## src/rtl/pipe_hazard_pkg.sv

```systemverilog
`default_nettype none
// +----------------------------------------------------------------------+
// | pipe_hazard_pkg                                                      |
// | Shared tag type and register/forwarding constants for the hazard     |
// | controller.                                                          |
// | Revision: 1.0                                                        |
// +----------------------------------------------------------------------+
package pipe_hazard_pkg;

  // Widest register index a tag can carry; RB must not exceed it.
  localparam int RB_MAX    = 8;
  localparam int XZR_IDX   = 31;
  localparam int FWD_RF    = 0;
  localparam int FWD_EXMEM = 1;
  localparam int FWD_MEMWB = 2;

  typedef struct packed {
    logic              valid;
    logic [RB_MAX-1:0] rd;
    logic              regwrite;
    logic              memread;
  } tag_t;

  localparam int TAG_W = $bits(tag_t);

endpackage
`default_nettype wire

```

## src/rtl/hazard_tag_pipe.sv

```systemverilog
`default_nettype none
// +----------------------------------------------------------------------+
// | hazard_tag_pipe                                                      |
// | DEPTH-entry destination-tag shift register with bubble insert and    |
// | branch flush of the entries younger than BR_STG.                     |
// | Revision: 1.0                                                        |
// +----------------------------------------------------------------------+
module hazard_tag_pipe
  import pipe_hazard_pkg::*;
#(
  parameter int DEPTH  = 3,
  parameter int BR_STG = 1
) (
  input  logic                   clk,
  input  logic                   reset,
  input  logic                   i_flush,
  input  logic [TAG_W-1:0]       i_tag,
  output logic [DEPTH*TAG_W-1:0] o_tags
);

  tag_t w_in;
  tag_t r_tag [DEPTH];

  assign w_in = i_tag;

  // The branch itself keeps moving; everything younger than it is killed.
  always_ff @(posedge clk) begin
    if (reset) begin
      for (int i = 0; i < DEPTH; i++) begin
        r_tag[i] <= '0;
      end
    end else begin
      r_tag[0] <= i_flush ? '0 : w_in;
      for (int i = 1; i < DEPTH; i++) begin
        r_tag[i] <= (i_flush && (i <= BR_STG)) ? '0 : r_tag[i-1];
      end
    end
  end

  for (genvar i = 0; i < DEPTH; i++) begin : g_flat
    assign o_tags[i*TAG_W +: TAG_W] = r_tag[i];
  end

endmodule
`default_nettype wire

```

## src/rtl/pipe_hazard_ctrl.sv

```systemverilog
`default_nettype none
// +----------------------------------------------------------------------+
// | pipe_hazard_ctrl                                                     |
// | Hazard/forwarding controller for the 5-stage pipeline: stall/bubble, |
// | taken-branch flush, registered EX forwarding selects, event counters.|
// | Build option: PIPE_FWD_EN (forwarding + load-use-only stalls).       |
// | Revision: 1.0                                                        |
// +----------------------------------------------------------------------+
module pipe_hazard_ctrl
  import pipe_hazard_pkg::*;
#(
  parameter int RB     = 5,
  parameter int DEPTH  = 3,
  parameter int BR_STG = 1,
  parameter int RF_BYP = 0,
  parameter int CNT_W  = 32
) (
  input  logic                     clk,
  input  logic                     reset,
  input  logic                     id_valid,
  input  logic [RB-1:0]            id_ra1,
  input  logic [RB-1:0]            id_ra2,
  input  logic                     id_use1,
  input  logic                     id_use2,
  input  logic [RB-1:0]            id_rd,
  input  logic                     id_regwrite,
  input  logic                     id_memread,
  input  logic                     branch_taken,
  output logic                     pc_write,
  output logic                     if_id_write,
  output logic                     id_ex_bubble,
  output logic                     flush,
  output logic [$clog2(DEPTH)-1:0] fwd_a,
  output logic [$clog2(DEPTH)-1:0] fwd_b,
  output logic [CNT_W-1:0]         stall_cnt,
  output logic [CNT_W-1:0]         flush_cnt
);

  localparam int                 FW        = $clog2(DEPTH);
  localparam int                 HLAST     = (RF_BYP != 0) ? DEPTH - 2 : DEPTH - 1;
  localparam logic [DEPTH-1:0]   c_HMASK   = DEPTH'((1 << (HLAST + 1)) - 1);
  localparam logic [FW-1:0]      c_FWD_RF  = FW'(FWD_RF);
  localparam logic [CNT_W-1:0]   c_CNT_MAX = '1;

  tag_t                   w_in_tag;
  logic [TAG_W-1:0]       w_in_flat;
  logic [DEPTH*TAG_W-1:0] w_tags_flat;
  tag_t                   w_tags [DEPTH];
  logic [DEPTH-1:0]       w_m1;
  logic [DEPTH-1:0]       w_m2;
  logic [DEPTH-1:0]       w_unused_tags;
  logic                   w_unused;
  logic                   w_use1;
  logic                   w_use2;
  logic [RB_MAX-1:0]      w_ra1_x;
  logic [RB_MAX-1:0]      w_ra2_x;
  logic                   w_raw_stall;
  logic                   w_stall;
  logic [CNT_W-1:0]       r_stall_cnt;
  logic [CNT_W-1:0]       r_flush_cnt;

  // XZR reads never depend on a producer.
  assign w_use1  = id_valid & id_use1 & (id_ra1 != RB'(XZR_IDX));
  assign w_use2  = id_valid & id_use2 & (id_ra2 != RB'(XZR_IDX));
  assign w_ra1_x = RB_MAX'(id_ra1);
  assign w_ra2_x = RB_MAX'(id_ra2);

  for (genvar i = 0; i < DEPTH; i++) begin : g_match
    assign w_tags[i] = w_tags_flat[i*TAG_W +: TAG_W];
    assign w_m1[i]   = w_tags[i].valid & w_tags[i].regwrite &
                       (w_tags[i].rd == w_ra1_x) & w_use1;
    assign w_m2[i]   = w_tags[i].valid & w_tags[i].regwrite &
                       (w_tags[i].rd == w_ra2_x) & w_use2;
    assign w_unused_tags[i] = ^w_tags[i];
  end

  assign w_unused = ^{w_unused_tags, w_m1, w_m2};

`ifdef PIPE_FWD_EN
  assign w_raw_stall = (w_m1[0] | w_m2[0]) & w_tags[0].memread;
`else
  assign w_raw_stall = |((w_m1 | w_m2) & c_HMASK);
`endif

  // A taken branch wins: the stalled instruction is squashed anyway.
  assign w_stall      = w_raw_stall & ~branch_taken;
  assign flush        = branch_taken;
  assign pc_write     = ~w_stall;
  assign if_id_write  = ~w_stall & ~branch_taken;
  assign id_ex_bubble = w_stall | branch_taken;

  always_comb begin
    w_in_tag          = '0;
    w_in_tag.valid    = id_valid & ~w_stall;
    w_in_tag.rd       = RB_MAX'(id_rd);
    w_in_tag.regwrite = id_regwrite;
    w_in_tag.memread  = id_memread;
  end

  assign w_in_flat = w_in_tag;

  hazard_tag_pipe #(
    .DEPTH  (DEPTH),
    .BR_STG (BR_STG)
  ) u_tag_pipe (
    .clk     (clk),
    .reset   (reset),
    .i_flush (branch_taken),
    .i_tag   (w_in_flat),
    .o_tags  (w_tags_flat)
  );

`ifdef PIPE_FWD_EN
  logic [FW-1:0] r_fwd_a;
  logic [FW-1:0] r_fwd_b;

  // Scan oldest to youngest so the youngest producer overrides.
  function automatic logic [FW-1:0] pick_src(input logic [DEPTH-1:0] m);
    logic [FW-1:0] sel;
    sel = c_FWD_RF;
    for (int j = DEPTH - 2; j >= 0; j--) begin
      if (m[j]) sel = FW'(j + 1);
    end
    return sel;
  endfunction

  always_ff @(posedge clk) begin
    if (reset) begin
      r_fwd_a <= c_FWD_RF;
      r_fwd_b <= c_FWD_RF;
    end else if (w_raw_stall || branch_taken) begin
      r_fwd_a <= c_FWD_RF;
      r_fwd_b <= c_FWD_RF;
    end else begin
      r_fwd_a <= pick_src(w_m1);
      r_fwd_b <= pick_src(w_m2);
    end
  end

  assign fwd_a = r_fwd_a;
  assign fwd_b = r_fwd_b;
`else
  assign fwd_a = c_FWD_RF;
  assign fwd_b = c_FWD_RF;
`endif

  always_ff @(posedge clk) begin
    if (reset) begin
      r_stall_cnt <= '0;
      r_flush_cnt <= '0;
    end else begin
      if (w_stall && (r_stall_cnt != c_CNT_MAX)) begin
        r_stall_cnt <= r_stall_cnt + CNT_W'(1);
      end
      if (branch_taken && (r_flush_cnt != c_CNT_MAX)) begin
        r_flush_cnt <= r_flush_cnt + CNT_W'(1);
      end
    end
  end

  assign stall_cnt = r_stall_cnt;
  assign flush_cnt = r_flush_cnt;

endmodule
`default_nettype wire
```

## config.mk

```make
export PLATFORM = sky130hd
export DESIGN_NAME = pipe_hazard_ctrl
export DESIGN_NICKNAME = d
export VERILOG_FILES = /design/src/rtl/pipe_hazard_pkg.sv /design/src/rtl/hazard_tag_pipe.sv /design/src/rtl/pipe_hazard_ctrl.sv
export SDC_FILE = /design/constraint.sdc
export NUM_CORES = 1
export LEC_CHECK = 0
export ABC_AREA = 1
export ABC_CLOCK_PERIOD_IN_PS = 2290
export CORE_UTILIZATION = 53
export CTS_CLUSTER_DIAMETER = 100
export CTS_CLUSTER_SIZE = 40
export DETAILED_ROUTE_END_ITERATION = 10
export PLACE_DENSITY = 0.8
export SYNTH_ARGS = -nofsm -noshare
export SYNTH_HDL_FRONTEND = slang
export SYNTH_SLANG_ARGS = --single-unit
```

## constraint.sdc

```tcl
create_clock -name clk -period 2.29 [get_ports clk]
set_input_delay 0.229 -clock clk [delete_from_list [all_inputs] [get_ports clk]]
set_output_delay 0.229 -clock clk [all_outputs]
set_load 0.05 [all_outputs]
```

==> impl.org, run 1 <==
** Status
- Outcome :: finished, final reports clean

** Logic synthesis
- Synth warn :: 0
- The cell count after synthesis came out at 874.
- Synthesis instantiated 37 different standard cells from the library.
- Async set-reset flop share out of synthesis :: 0
- The share of the Yosys chip area taken by registers is 0.323.
- Post-synth top area share :: 0.323
- Number of flops mapped to enable cells by yosys :: 0
- Cell type contributing the most total cell area after synthesis :: sky130_fd_sc_hd__dfxtp_1
- By area the synthesized netlist is led by sky130_fd_sc_hd__dfxtp_1, sky130_fd_sc_hd__nand2_1, sky130_fd_sc_hd__inv_1, sky130_fd_sc_hd__nor2_1, sky130_fd_sc_hd__nand3_1.
- Number of storage elements in the synthesis netlist :: 85
- Summing every instance area after synthesis gives 0.00528 mm².
- Post-Synthesis Mean Instance Area :: 6.04 µm²
- In the synthesized netlist the dominant register cell turns out to be sky130_fd_sc_hd__dfxtp_1.

** Timing
- Dividing the final minimum period by the clock period gives 0.962.
- Maximum frequency from static timing analysis :: 0.454 GHz
- In the final timing run, aggregate negative setup slack is 0 ns.
- The final-report hold violation count is 0.
- Total setup violations reported at the end of the flow :: 0
- Setup repair after global routing missed its margin :: no
- The final count of pins violating max slew was 0.
- Setup skew after layout :: 0.00694 ns
- Subtracting the final worst setup slack from the clock period gives 2.20 ns.
- Hold timing on the final database bottoms out at a slack of 0.377 ns.
- Measured against its own limit, the worst slew margin works out to 0.631.
- At the pin with the least slew margin, the transition time is 0.552 ns.

** Hold path
- The worst hold path passes through 3 cells.
- The startpoint identified for the worst hold timing path is id_rd[3].
- In this run the worst hold path is classified as input port to flip-flop.
- Endpoint, Worst Hold :: u_tag_pipe.r_tag[0][5]

** Critical path
- Data required, critical path :: 2.06 ns
- CP startpoint kind :: input port
- Setup slack of the most critical reg-to-reg path :: 0.32 ns
- Highest net fanout along the worst path :: 6
- The worst setup path is of the input port to output port kind.
- At the worst endpoint, the arrival time is 1.97 ns.
- The worst setup path is captured at an output port.
- The worst register-to-register path has a depth of 12.
- Startpoint of the most critical register-to-register path :: flush_cnt[0]
- In this run the critical register-to-register path is captured at flush_cnt[25].

** Global routing
- Antenna violations before repair :: 0
- Number of global-route vias before repair :: 4727
- Global route total overflow :: 0
- Wire length of the first global-routing pass :: 21100 µm
- In the global route stage, overall resource usage came out at 0.255.
- Maximum number of pins on one net before global-route repair :: 63

** Floorplan
- For this configuration, the core starts out at a cell density of 0.542.
- Chip height :: 102 µm
- The region available for standard cell placement spans 0.00973 mm².
- Die width :: 102 µm
- IO Pins :: 95
- Die footprint :: 0.0104 mm²
- Std cell rows :: 36

** Clocking
- Clock tree synthesis found a total of 85 sinks.
- Clock-pin slew was measured on the worst setup and hold paths at 0.09 ns.
- TritonCTS built the clock tree.
- Number of buffers created by CTS :: 9
- The clock reaches the later pin of the worst-skew pair after 0.37 ns.
- The number of setup buffers added after CTS is 0.
- The H-tree generated during clock tree synthesis spans 3 levels.
- The root buffer cell chosen for the clock tree is sky130_fd_sc_hd__clkbuf_8.
- Number of hold buffers added after cts :: 0
- Clock Tree Buf Depth :: 2

** Pwr
- In this run the static leakage power is 0.00282 µW.
- Power spread over the standard cell area amounts to 488 mW/mm².
- The design draws 3220 µW.
- Maximum resistive drop on vdd :: 444 µV

** Cells and area
- Layout Cell Area excl Fill :: 0.00659 mm²
- The number of antenna diodes in the final layout is 0.
- Layout Nets :: 985
- At the end of the flow the core is filled with cells to 0.678.
- Relative to the synthesized area, the layout overhead comes to 25.0%.
- In the final layout, the share of cells above drive strength 1 is 0.0694.

** Routing
- Dividing the detail-routed via count by the number of cells gives 4.93.
- Mean routed wirelength per cell :: 11.7 µm
- Post-route DRC violation count :: 0
- The final layout contains routed wiring with a total length of 12800 µm.
- The routed layout has 5417 vias.
- In this run the remaining antenna-violating nets after routing total 0.
- Length of the first detailed-routing pass in iterations :: 5
- The detailed router finished its first iteration with 249 violations.

** Place
- The HPWL after detailed placement is 9290 µm.
- At the end of routability-driven placement, the weighted congestion stood at 0.903.
- In this run the cell area measured after placement is 0.00631 mm².
- Number of buffer cells added on primary ports :: 89

** Job
- The tool flagged a number of max-cap violations equal to 0.
-- Yosys cell counts (all sizes together) (2+ instances only) --
library cell,number
a21oi,23
a31oi,4
buf,22
clkbuf,6
dfxtp,85
ha,2
inv,167
nand2,239
nand3,67
nand4,47
nor2,145
nor3,27
nor3b,3
o21ai,20
xnor2,2
xor2,10
-- cell type report --
cell class / instances / area, µm²
fill: 920 / 3140
multi-input combinational: 596 / 2780
sequential: 85 / 1700
timing repair buffer: 100 / 1030
inverter: 168 / 633
tap: 133 / 166
clock buffer: 11 / 151
clock inverter: 5 / 129
-- cell usage in the layout, fill, tap and decap left out, types with 2 or more instances in the layout --
master,netlist,final
sky130_fd_sc_hd__clkdlybuf4s50_1,0,82
sky130_fd_sc_hd__a31oi_1,4,4
sky130_fd_sc_hd__xnor2_1,2,2
sky130_fd_sc_hd__nand3_1,64,64
sky130_fd_sc_hd__bufinv_16,0,4
sky130_fd_sc_hd__nand4_1,46,46
sky130_fd_sc_hd__nor2_4,4,4
sky130_fd_sc_hd__nand2_4,2,2
sky130_fd_sc_hd__conb_1,1,4
sky130_fd_sc_hd__nand2_2,5,5
sky130_fd_sc_hd__nor3_1,22,22
sky130_fd_sc_hd__clkbuf_8,0,11
sky130_fd_sc_hd__nor2_2,2,3
sky130_fd_sc_hd__nor2_1,139,138
sky130_fd_sc_hd__nor3_2,3,3
sky130_fd_sc_hd__inv_2,11,11
sky130_fd_sc_hd__buf_12,0,5
sky130_fd_sc_hd__xor2_1,10,10
sky130_fd_sc_hd__ha_1,2,2
sky130_fd_sc_hd__buf_4,5,10
sky130_fd_sc_hd__o21ai_0,19,19
sky130_fd_sc_hd__nand3_2,2,2
sky130_fd_sc_hd__inv_1,155,155
sky130_fd_sc_hd__nor3_4,2,2
sky130_fd_sc_hd__nand2_1,232,232
sky130_fd_sc_hd__nor3b_1,2,2
sky130_fd_sc_hd__dlymetal6s2s_1,0,3
sky130_fd_sc_hd__dfxtp_1,85,85
sky130_fd_sc_hd__a21oi_1,23,23
-- report_power, final --
part | internal (µW) | switching (µW) | leakage, µW | total [µW]
sequential | 1490 | 8.79 | 0.000686 | 1500
combinational | 91.7 | 167 | 0.00200 | 259
clock | 899 | 566 | 0.000140 | 1460
total | 2480 | 742 | 0.00282 | 3220
-- registers in the layout, indices dropped and copies added, names as in the netlist --
signal	count
flush_cnt	32
u_tag_pipe.r_tag	21
stall_cnt	32
-- what timing repair did --
| item | CTS | global route |
|---|---|---|
| hold endpoints to repair | 0 | 0 |
| endpoints found under the setup margin | 0 | 1 |
| gates resized for setup | 0 | 3 |
-- kinds of logic (layout without fill, tap and decap cells) --
| kind of cell | count (synthesis) | count (layout) | synth area share |
|---|---|---|---|
| buf+inv | 196 | 284 | 0.153 |
| other cells | 1 | 4 | 0.000711 |
| simple gates | 530 | 530 | 0.452 |
| flops | 85 | 85 | 0.323 |
| fa+ha+maj | 2 | 2 | 0.00474 |
| xor+xnor | 12 | 12 | 0.0199 |
| compound gates | 48 | 48 | 0.0470 |
-- critical path, cell delays in order --
cell	delay, ns
sky130_fd_sc_hd__clkdlybuf4s50_1	0.58
sky130_fd_sc_hd__nand2_1	0.10
sky130_fd_sc_hd__nor2_1	0.11
sky130_fd_sc_hd__a21oi_1	0.10
sky130_fd_sc_hd__nand3_1	0.10
sky130_fd_sc_hd__nand2_1	0.06
sky130_fd_sc_hd__nand2_1	0.12
sky130_fd_sc_hd__nand2_4	0.11
sky130_fd_sc_hd__nor2_2	0.20
sky130_fd_sc_hd__inv_1	0.11
sky130_fd_sc_hd__buf_12	0.16
-- routing by layer --
metal  vias up  global-route usage  part of all wire
met5         -                   0                 0
met4         0              0.0769             0.012
met3        13              0.0621             0.058
met2       133               0.424              0.45
met1      2394               0.326              0.48
li1       2877                   -                 -
-- worst max-delay path by stage --
stage	from	endpoint	slack (ns)	depth (start not counted)
CTS	id_ra2[4]	id_ex_bubble	0.03	11
finish	id_ra1[0]	id_ex_bubble	0.09	11
detailed placement	id_ra2[3]	id_ex_bubble	0.05	11
global route	id_ra2[0]	id_ex_bubble	0.007	11
global placement	id_ra2[4]	id_ex_bubble	0.07	11
floorplan	u_tag_pipe.r_tag[0][4]	id_ex_bubble	0.18	12
-- metrics by stage --
step                std cells  setup WS (ns)
floorplan                 877          0.183
global placement         1082         0.0654
detailed placement       1082         0.0503
CTS                      1098         0.0296
global route             1098        0.00742
finish                   1098         0.0870
Note: power is estimated with default switching activity, not from simulation.
==> run 2: changes to the inputs <==
Settings changed: ABC_CLOCK_PERIOD_IN_PS 2290 to default, CTS_CLUSTER_SIZE 40 to 16.
==> results of run 2 <==
Same layout as run 1: the final DEF is identical, and so are final timing and power.
==> run 3: changes to the inputs <==
Settings changed: CORE_MARGIN from default to 4.
==> run 3 against run 2 <==
Die area grew 12%. Sequential share of layout area grew 0.14 points. Hold slack lost 0.0035 ns. Wire length shrank 1.9%. Critical path depth is the same. Combinational power is essentially flat. Worst setup slack gained 0.079 ns. Sequential power is essentially flat. Via count shrank 0.68%. Utilization shrank 0.37 points. Global-route usage shrank 3.1 points. Highest routed layer unchanged.
==> impl.org, run 3 (synthesis gave the netlist of run 1 again) <==
** Critical path
- Counting cells, the worst reg-to-reg path comes to 12.
- CP startpoint kind :: input port
- Reg-to-Reg End :: flush_cnt[25]
- Setup crit start :: id_ra1[0]
- Endpoint of the worst setup timing path :: id_ex_bubble
- Kind of critical path :: input port to output port
- Critical Path AT :: 1.90 ns
- Startpoint of the most critical register-to-register path :: flush_cnt[0]
- Setup slack of the most critical reg-to-reg path :: 0.37 ns
- STA classifies the critical path endpoint as an output port.
- Data required, critical path :: 2.06 ns
- Highest net fanout along the worst path :: 5

** Cells and area
- At the end of the flow the core is filled with cells to 0.674.
- Compared with the post-synthesis result, the final layout area differs by 24.3%.
- Of the cells placed in the final design, the portion with a size suffix greater than 1 is 0.0753.
- Layout Cell Area excl Fill :: 0.00656 mm²
- The top cell types in the final layout, fill and taps aside, are sky130_fd_sc_hd__nand2_1, sky130_fd_sc_hd__inv_1, sky130_fd_sc_hd__nor2_1, sky130_fd_sc_hd__dfxtp_1, sky130_fd_sc_hd__clkdlybuf4s50_1.
- # diodes :: 0
- Layout Nets :: 990
- The library cell used most frequently in the layout, excluding fill and tap cells, is sky130_fd_sc_hd__nand2_1.

** Place
- Number of buffer cells added on primary ports :: 89
- Detailed-placement wirelength estimate :: 9450 µm
- Summing all placed instances gives a cell area of 0.00634 mm².
- Routability-driven placement finished with a final weighted congestion of 0.923.
- Before CTS, the worst setup slack after placement is 0.105 ns.

** Clocking
- Number of buffers created by CTS :: 9
- After clock tree synthesis, the clock-pin slew on the worst setup and hold paths is 0.10 ns.
- Counting every sink on the clock net gives 85.
- Htree depth :: 3
- Clk Latency, worst-skew pair :: 0.36 ns
- CTS placed an instance of sky130_fd_sc_hd__clkbuf_8 at the clock tree root.
- In this run the deepest clock path goes through 2 buffers.
- TritonCTS clock tree :: built

** Timing
- PnR worst setup slack :: 0.166 ns
- For this run, the top clock speed supported by timing is 0.471 GHz.
- Measured against its own limit, the worst slew margin works out to 0.627.
- Dividing the final minimum period by the clock period gives 0.928.
- Across the routed clock network, the largest skew measured is 0.0165 ns.
- Clock period minus final worst setup slack :: 2.12 ns
- Setup violations remaining at the end of the flow were counted as 0.
- Setup TNS :: 0 ns
- Setup repair after global routing left no endpoint under its margin.
- Final Hold Violating Endpoints :: 0
- At the pin with the least slew margin, the transition time is 0.557 ns.
- Count of pins over their slew limit :: 0

** Routing
- In the routed layout, each cell is associated on average with a via count of 4.88.
- Routed via count :: 5380
- After the first detailed-routing iteration, the DRC count stood at 339.
- Length of the first detailed-routing pass in iterations :: 5
- Summed over all layers, the routed wires come to 12600 µm.
- In the final routed layout, each cell accounts on average for 11.4 µm.
- In the routed design, unresolved DRC markers number 0.
- Once detail routing completed, the nets flagged for antenna violations numbered 0.

** Global routing
- Maximum number of pins on one net before global-route repair :: 43
- In the global route stage, overall resource usage came out at 0.224.
- Global route total overflow :: 0
- Antenna violations before repair :: 0
- The number of global-route vias before repair came to 4789.
- The first global-routing pass estimated 21400 µm of wire.

** Pwr
- For this design the total switching power over the nets is 772 µW.
- Dividing total power by cell area gives a power density of 438 mW/mm².
- Maximum resistive drop on vdd :: 274 µV
- The internal power of the cells totals 2100 µW.
- Clock network power share :: 0.389
- Switching Share :: 0.269
- Reported leakage power :: 0.00281 µW
- Seq pwr share :: 0.521
- Power share of the combinational group :: 0.090

** Floorplan
- Initial Utilization :: 0.542
- IO Pins :: 95
- Chip height :: 108 µm
- Std cell rows :: 36
- The floorplan step defined a die boundary enclosing 0.0116 mm².
- Core region area :: 0.00973 mm²
- From left edge to right edge, the die measures 108 µm.

** Status
- The flow ran to the end, and the final reports show no timing, DRC or antenna violations.

** Hold path
- Min-Delay Path Class :: input port to flip-flop

** Job
- Max-cap violations in this run came to 0.
run 3: changes by cell type in the layout (fill, tap and decap cells not counted), sizes merged:
cell | before | now
buf | 15 | 20
bufinv | 4 | 1
inv | 168 | 171
clkbuf | 11 | 9
clkinv | 1 | 2
clkinvlp | 0 | 1
run 3: per-stage QoR:
step                      total power, µW  cells  hold slack (ns)
after floorplan                      1690    877            0.341
after global placement               1790   1087            0.408
after detailed placement             1790   1087            0.411
after CTS                            2900   1103            0.362
after global routing                 2980   1103            0.388
final                                2870   1103            0.374
run 3: layer usage:
metal,wire length (µm),up-vias,global-route usage
li1,-,2882,-
met5,0,-,0
met1,6260,2359,0.311
met2,5530,130,0.355
met4,142,0,0.0667
met3,653,9,0.0378
run 3: worst min path at each step:
stage / start / to / cells after the start
after global placement: u_tag_pipe.r_tag[0][12] / u_tag_pipe.r_tag[0][23] / 2
after floorplan: id_regwrite / u_tag_pipe.r_tag[0][1] / 2
after detailed placement: u_tag_pipe.r_tag[0][12] / u_tag_pipe.r_tag[0][23] / 2
final: id_rd[3] / u_tag_pipe.r_tag[0][5] / 3
after global routing: id_rd[4] / u_tag_pipe.r_tag[0][6] / 3
after CTS: id_rd[3] / u_tag_pipe.r_tag[0][5] / 3
run 3: power by group through the flow:
stage	logic [µW]	registers [µW]	clock network, µW
5_1_grt	285	1500	1200
2_1_floorplan	154	1540	0
6_report	258	1500	1120
3_5_place_dp	257	1530	0
3_3_place_gp	255	1530	0
4_1_cts	258	1500	1140
run 3: layout make-up:
type,count,area (µm²)
Inverter,168,633
Multi-Input combinational cell,596,2780
Timing Repair Buffer,105,1070
Fill cell,893,3170
Clock inverter,7,77.6
Tap cell,133,166
Clock buffer,9,124
Sequential cell,85,1700
run 3: critical path, cell delays in order:
cell,delay [ns]
sky130_fd_sc_hd__clkdlybuf4s50_1,0.58
sky130_fd_sc_hd__nand2_1,0.10
sky130_fd_sc_hd__nor2_1,0.11
sky130_fd_sc_hd__a21oi_1,0.08
sky130_fd_sc_hd__nand3_1,0.09
sky130_fd_sc_hd__nand2_1,0.06
sky130_fd_sc_hd__nand2_1,0.11
sky130_fd_sc_hd__nand2_4,0.10
sky130_fd_sc_hd__nor2_2,0.17
sky130_fd_sc_hd__inv_1,0.10
sky130_fd_sc_hd__buf_12,0.15
run 3: what timing repair did:
action / 4_1_cts / 5_1_grt
gates resized for setup: 0 / 4
setup endpoints to repair: 0 / 2
hold buffers: 0 / 0
buffers inserted: 0 / 0
